<file path="config.mk">
export PLATFORM = sky130hd
export DESIGN_NAME = fifo_wide2narrow_unpacker
export DESIGN_NICKNAME = d
export VERILOG_FILES = /design/src/rtl/fifo_wide2narrow_unpacker.sv
export SDC_FILE = /design/constraint.sdc
export NUM_CORES = 1
export LEC_CHECK = 0
export BUFFER_PORTS_ARGS = -buffer_cell sky130_fd_sc_hd__buf_4
export CAP_MARGIN = 30
export CORE_ASPECT_RATIO = 0.7
export CORE_MARGIN = 5
export CORE_UTILIZATION = 35
export CTS_BUF_LIST = sky130_fd_sc_hd__clkbuf_2
export CTS_CLUSTER_DIAMETER = 150
export DETAILED_ROUTE_END_ITERATION = 16
export SLEW_MARGIN = 25
export SYNTH_ARGS = -nofsm -noshare
export SYNTH_HDL_FRONTEND = slang
export SYNTH_SLANG_ARGS = --single-unit
</file>
<file path="constraint.sdc">
create_clock -name clk -period 4.1 [get_ports clk]
set_input_delay 0 -clock clk [delete_from_list [all_inputs] [get_ports clk]]
set_output_delay 0 -clock clk [all_outputs]
set_load 0.01 [all_outputs]
</file>
<file path="src/rtl/fifo_wide2narrow_unpacker.sv">
// fifo_wide2narrow_unpacker
//   Pops wide words from a first-word-fall-through FIFO and re-serialises
//   each one as RATIO = WIDE_WIDTH/NARROW_WIDTH narrow slices on a
//   valid/ready stream. One slice per clock is sustained, with no bubble
//   between consecutive wide words.
//
// Build option:
//   UNPACKER_MSB_FIRST_EN  when defined, the MSB slice of each word is sent
//                          first. Otherwise slice 0 (the LSBs) goes first.
//                          Handshake, latency and counter are identical.
//
// Ports:
//   clk            sole clock, rising edge
//   rstn           asynchronous active-low reset
//   fifo_rd_ena    pop strobe to the FWFT FIFO
//   fifo_rd_dat    FWFT head word, valid while fifo_rd_empty=0
//   fifo_rd_empty  FIFO empty flag
//   m_valid        output slice valid
//   m_ready        downstream accept
//   m_data         current slice
//   m_last         final slice of the current wide word
//   word_cnt       wide words popped since reset (wraps)
module fifo_wide2narrow_unpacker #(
    parameter int WIDE_WIDTH   = 128,
    parameter int NARROW_WIDTH = 16,
    parameter int CNT_WIDTH    = 32
) (
    input  logic                    clk,
    input  logic                    rstn,
    output logic                    fifo_rd_ena,
    input  logic [WIDE_WIDTH-1:0]   fifo_rd_dat,
    input  logic                    fifo_rd_empty,
    output logic                    m_valid,
    input  logic                    m_ready,
    output logic [NARROW_WIDTH-1:0] m_data,
    output logic                    m_last,
    output logic [CNT_WIDTH-1:0]    word_cnt
);
    localparam int RATIO = WIDE_WIDTH / NARROW_WIDTH;
    localparam int IDX_W = (RATIO > 1) ? $clog2(RATIO) : 1;

    typedef logic [IDX_W-1:0] idx_t;
    localparam idx_t IDX_LAST = idx_t'(RATIO - 1);

    // Slice index wraps naturally only when RATIO is a power of two.
    generate
        if (RATIO < 2 || (RATIO & (RATIO - 1)) != 0 || RATIO * NARROW_WIDTH != WIDE_WIDTH) begin : g_bad_ratio
            $error("WIDE_WIDTH/NARROW_WIDTH must be an integer power of two >= 2");
        end
    endgenerate

    logic                                  hold_valid;
    logic [RATIO-1:0][NARROW_WIDTH-1:0]    hold;
    idx_t                                  idx;
    idx_t                                  sel;
    logic                                  accept;
    logic                                  last_acc;
    logic                                  pop;

    assign accept   = hold_valid & m_ready;
    assign last_acc = accept & (idx == IDX_LAST);

    // Refill when idle, or in the same cycle the last slice leaves so the
    // next word's slice 0 follows with no idle cycle. Gated by rstn so no
    // word is consumed while the block is held in reset.
    assign pop         = rstn & ~fifo_rd_empty & (~hold_valid | last_acc);
    assign fifo_rd_ena = pop;

    always_ff @(posedge clk or negedge rstn) begin
        if (!rstn) begin
            hold_valid <= 1'b0;
            hold       <= '0;
            idx        <= '0;
            word_cnt   <= '0;
        end else begin
            if (pop) begin
                hold       <= fifo_rd_dat;
                idx        <= '0;
                hold_valid <= 1'b1;
                word_cnt   <= word_cnt + CNT_WIDTH'(1);
            end else if (last_acc) begin
                hold_valid <= 1'b0;
                idx        <= '0;
            end else if (accept) begin
                idx        <= idx + idx_t'(1);
            end
        end
    end

    // RATIO is a power of two, so RATIO-1-idx is just the bitwise inverse.
`ifdef UNPACKER_MSB_FIRST_EN
    assign sel = ~idx;
`else
    assign sel = idx;
`endif

    assign m_valid = hold_valid;
    assign m_data  = hold[sel];
    assign m_last  = hold_valid & (idx == IDX_LAST);

endmodule

</file>
==> impl_metrics.csv, run 1 <==
group,metric,value,unit
synth,synth_area_leaders,"dfrtp_1, mux2_2, mux4_2",
outcome,toolErrorMsg,"[ERROR RSZ-0060] Max buffer count reached.",
synth,synth_seq_cells,164,
clock_network,root_buffer,"clkbuf_2",
floorplan,fp-row-count,44,
outcome,status,"did not finish",
clock_network,cts_hold_buf,200,
synth,syn_nets,659,
outcome,haltStage,"clock tree synthesis",
synth,avgSynthCellArea,14.2,um^2
synth,synth_top_area_frac,0.553,
clock_network,clkSinkCount,164,
clock_network,cts_resized,0,
place,io_buffers,182,
clock_network,cts.path.max_buffers,2,
place,hpwl,13000,um
synth,synth_cells,524,
floorplan,ioPinCount,183,
floorplan,start_util,0.357,
clock_network,h-tree-depth,4,
synth,ys_warn_count,0,
synth,synth_cell_types,32,
place,routabilityCongestion,0.798,
clock_network,numCtsBuffers,17,
clock_network,post_cts_buffers,0,
floorplan,fp.dieW,184,um
synth,synthesis.area,0.00743,mm^2
floorplan,die_h,132,um
synth,seq_area_frac_synth,0.553,
synth,synth_top_area_cell,"dfrtp_1",
[through the flow]
step | instance area [um^2] | hold slack [ns] | util | worst slack, ns | std cells
2_1_floorplan | 7430 | -0.296 | - | 2.20 | 524
3_5_place_dp | 9080 | -0.0214 | 0.436 | 1.72 | 962
3_3_place_gp | 9080 | -0.0268 | 0.436 | 1.81 | 962
[kinds of logic after synthesis]
group | synth area share
xor+xnor | 0.0366
mux | 0.293
compound gates | 0.00691
buf+inv | 0.0259
fa+ha+maj | 0.00505
simple gates | 0.0804
flops | 0.553
[cells in the mapped netlist]
cell type / n
buf_1: 1
inv_2: 1
buf_4: 9
nand4_1: 15
o211a_1: 1
nand2_1: 62
nor2_1: 11
nor3b_1: 1
xnor2_1: 29
mux2_2: 129
o21ai_0: 6
nor2b_1: 2
nor4_4: 1
nor3_1: 4
nand3_1: 13
nand4_4: 1
and3_1: 1
and2_1: 3
nor3_4: 1
ha_1: 3
and4_1: 1
mux4_2: 32
buf_6: 1
xor2_1: 2
nand3b_1: 2
inv_1: 8
buf_2: 10
or4b_1: 1
clkbuf_1: 7
nand2b_1: 1
dfrtp_1: 164
a21boi_2: 1
==> run 2, diff against run 1 <==
--- a/config.mk
+++ b/config.mk
@@ -7,12 +7,10 @@
 export LEC_CHECK = 0
 export BUFFER_PORTS_ARGS = -buffer_cell sky130_fd_sc_hd__buf_4
 export CAP_MARGIN = 30
-export CORE_ASPECT_RATIO = 0.7
 export CORE_MARGIN = 5
-export CORE_UTILIZATION = 35
-export CTS_BUF_LIST = sky130_fd_sc_hd__clkbuf_2
-export CTS_CLUSTER_DIAMETER = 150
+export CORE_UTILIZATION = 20
 export DETAILED_ROUTE_END_ITERATION = 16
+export PLACE_DENSITY_LB_ADDON = 0.15
 export SLEW_MARGIN = 25
 export SYNTH_ARGS = -nofsm -noshare
 export SYNTH_HDL_FRONTEND = slang
==> run 2 against run 1 <==
The flow now finishes without violations. Area after synthesis stayed put. Synthesized cell count stayed put.
==> impl_metrics.csv, run 2 <==
group,metric,value,unit
route,viasPerCell,3.96,
cells_and_area,largest_register_ff_count,128,
clock_network,clk_pin_slew,0.06,ns
clock_network,root_buffer,"clkbuf_16",
synth,ys_async_sr_fraction,1.00,
sta,maxSlewViolCount,0,
route,wirelength,22500,um
worst_setup_path,arrival,2.44,ns
sta,clock_skew,0.0110,ns
hold_path,hold_path.class,"input pin to asynchronous set/reset pin",
clock_network,cts_resized,0,
place,routabilityCongestion,0.684,
worst_setup_path,cp-end-kind,"output pin",
floorplan,die_area,0.0411,mm^2
floorplan,fp-row-count,70,
place,post-place-cells,1156,
synth,synthFlopType,"dfrtp_1",
power_and_ir_drop,power_frac_clock,0.249,
place,hpwl,15600,um
power_and_ir_drop,p_switching,2.05,mW
flow_run,drv_cap,0,
synth,synth_top_area_frac,0.553,
synth,ys_warn_count,0,
sta,worst_pin_slew,0.789,ns
synth,synth.most_common_cell,"dfrtp_1",
cells_and_area,drive_gt1_frac,0.459,
power_and_ir_drop,p_seq_frac,0.380,
sta,fmax,0.410,GHz
cells_and_area,final_cells,1322,
worst_setup_path,crit_type,"flip-flop to output pin",
sta,setup_tns,0,ns
synth,synth_area_leaders,"dfrtp_1, mux2_2, mux4_2",
synth,synth_top_area_cell,"dfrtp_1",
clock_network,numCtsBuffers,17,
synth,synth_edf_count,0,
worst_setup_path,critPathLaunchType,"flip-flop",
synth,avgSynthCellArea,14.2,um^2
cells_and_area,area_growth,52.6,%
floorplan,fp.dieW,203,um
worst_setup_path,required,4.10,ns
worst_setup_path,worstPathMaxFanout,35,
floorplan,die_h,203,um
clock_network,clkSinkCount,164,
place,place_ws,1.71,ns
power_and_ir_drop,power_frac_comb,0.371,
clock_network,cts_hold_buf,131,
power_and_ir_drop,total_leakage_power,4.99,nW
synth,seq_area_frac_synth,0.553,
sta,slew_headroom,0.474,
cells_and_area,regMostFlops,"hold",
sta,setup_viol,0,
floorplan,start_util,0.203,
grt,grt_pass1_vias,5955,
worst_setup_path,reg2regPathDepth,7,
grt,grt_max_degree,67,
worst_setup_path,startpoint,"idx[0]",
worst_setup_path,worstReg2RegEnd,"hold[86]",
route,drc,0,
power_and_ir_drop,powerDensity,600,mW/mm^2
clock_network,clock_latency,0.43,ns
sta,fin_ws,1.66,ns
route,vias,5241,
synth,synth_cells,524,
route,drt_first_pass_iters,4,
power_and_ir_drop,p_int,4.76,mW
clock_network,cts_tree,"done",
worst_setup_path,critical_path.endpoint,"m_data[6]",
clock_network,h-tree-depth,4,
synth,synthesis.area,0.00743,mm^2
route,wl_per_cell,17.0,um
grt,grt_pass1_wl,35200,um
worst_setup_path,reg2reg_slack,1.73,ns
floorplan,ioPinCount,183,
synth,syn_nets,659,
cells_and_area,final_common_cell,"buf_4",
outcome,status,"completed",
sta,period_needed,2.44,ns
cells_and_area,final_cell_mix,"buf_4, dfrtp_1, dlygate4sd3_1",
worst_setup_path,r2r-start,"idx[0]",
place,io_buffers,182,
power_and_ir_drop,swShare,0.301,
sta,hold_viol,0,
grt,track_usage,0.112,
route,drtIter0Drc,135,
floorplan,coreArea,0.0366,mm^2
sta,rsz0062_at_grt,"false",
route,antenna_left,0,
synth,synth_cell_types,32,
clock_network,post_cts_buffers,0,
sta,fin_crit_sh,0.596,
synth,synth_seq_cells,164,
cells_and_area,top_regs,"hold (128), word_cnt (32), idx (3)",
cells_and_area,nets,976,
synth,ys_top_cells_by_count,"dfrtp_1, mux2_2, nand2_1",
grt,globalRouteOverflowTotal,0,
clock_network,cts.path.max_buffers,2,
grt,antenna_found_initial,3,
power_and_ir_drop,peakVddDrop,0.286,mV
-- run 2: cell counts after synthesis --
Identical to the previous run, type by type.
-- run 2: area by class of cell --
type,instances,area [um^2]
multi-input combinational,323,3140
timing repair buffer,326,2860
clock buffer,21,450
inverter,9,33.8
clock inverter,9,155
antenna,2,5.00
fill,3749,25300
sequential,164,4110
tap,468,586
-- run 2: critical path: stages (launching register included) --
cell,delay (ns)
dfrtp_2,0.36
buf_4,0.63
mux4_2,0.63
nand2_1,0.15
nand2_1,0.09
buf_4,0.15
-- run 2: worst min-delay path by stage --
stage,start,end,depth (start not counted)
after detailed placement,rstn,hold[72],1
after floorplan,rstn,hold[0],0
after global placement,rstn,hold[120],1
final,rstn,hold[72],2
after global routing,rstn,hold[76],2
after CTS,rstn,hold[43],2
-- run 2: cell families after synthesis --
group / Yosys count / synth area share
simple gates: 120 / 0.0804
xor+xnor: 31 / 0.0366
flops: 164 / 0.553
buf+inv: 37 / 0.0259
mux: 161 / 0.293
compound gates: 8 / 0.00691
fa+ha+maj: 3 / 0.00505
-- run 2: power by group through the flow --
stage	registers, mW	clock network [mW]	logic (mW)
2_1_floorplan	2.50	0	1.61
3_3_place_gp	2.63	0	2.50
3_5_place_dp	2.62	0	2.53
4_1_cts	2.60	1.78	2.64
5_1_grt	2.68	1.83	2.79
6_report	2.59	1.70	2.52
-- run 2: per-stage QoR --
step	area [um^2]	utilization	power (mW)	hold WS, ns
after floorplan	7430	-	4.11	-0.296
after global placement	9320	0.255	5.13	-0.0619
after detailed placement	9340	0.255	5.15	-0.0614
after CTS	11300	0.308	7.01	0.0717
after global routing	11300	0.309	7.31	0.0971
final	11300	0.310	6.80	0.0707
-- run 2: layer usage --
layer / GRT usage / share of wire
met5: 0 / 0.00058
met3: 0.0402 / 0.061
met1: 0.140 / 0.44
met4: 0.0255 / 0.0080
met2: 0.187 / 0.49
(Power assumes the default switching activity.)
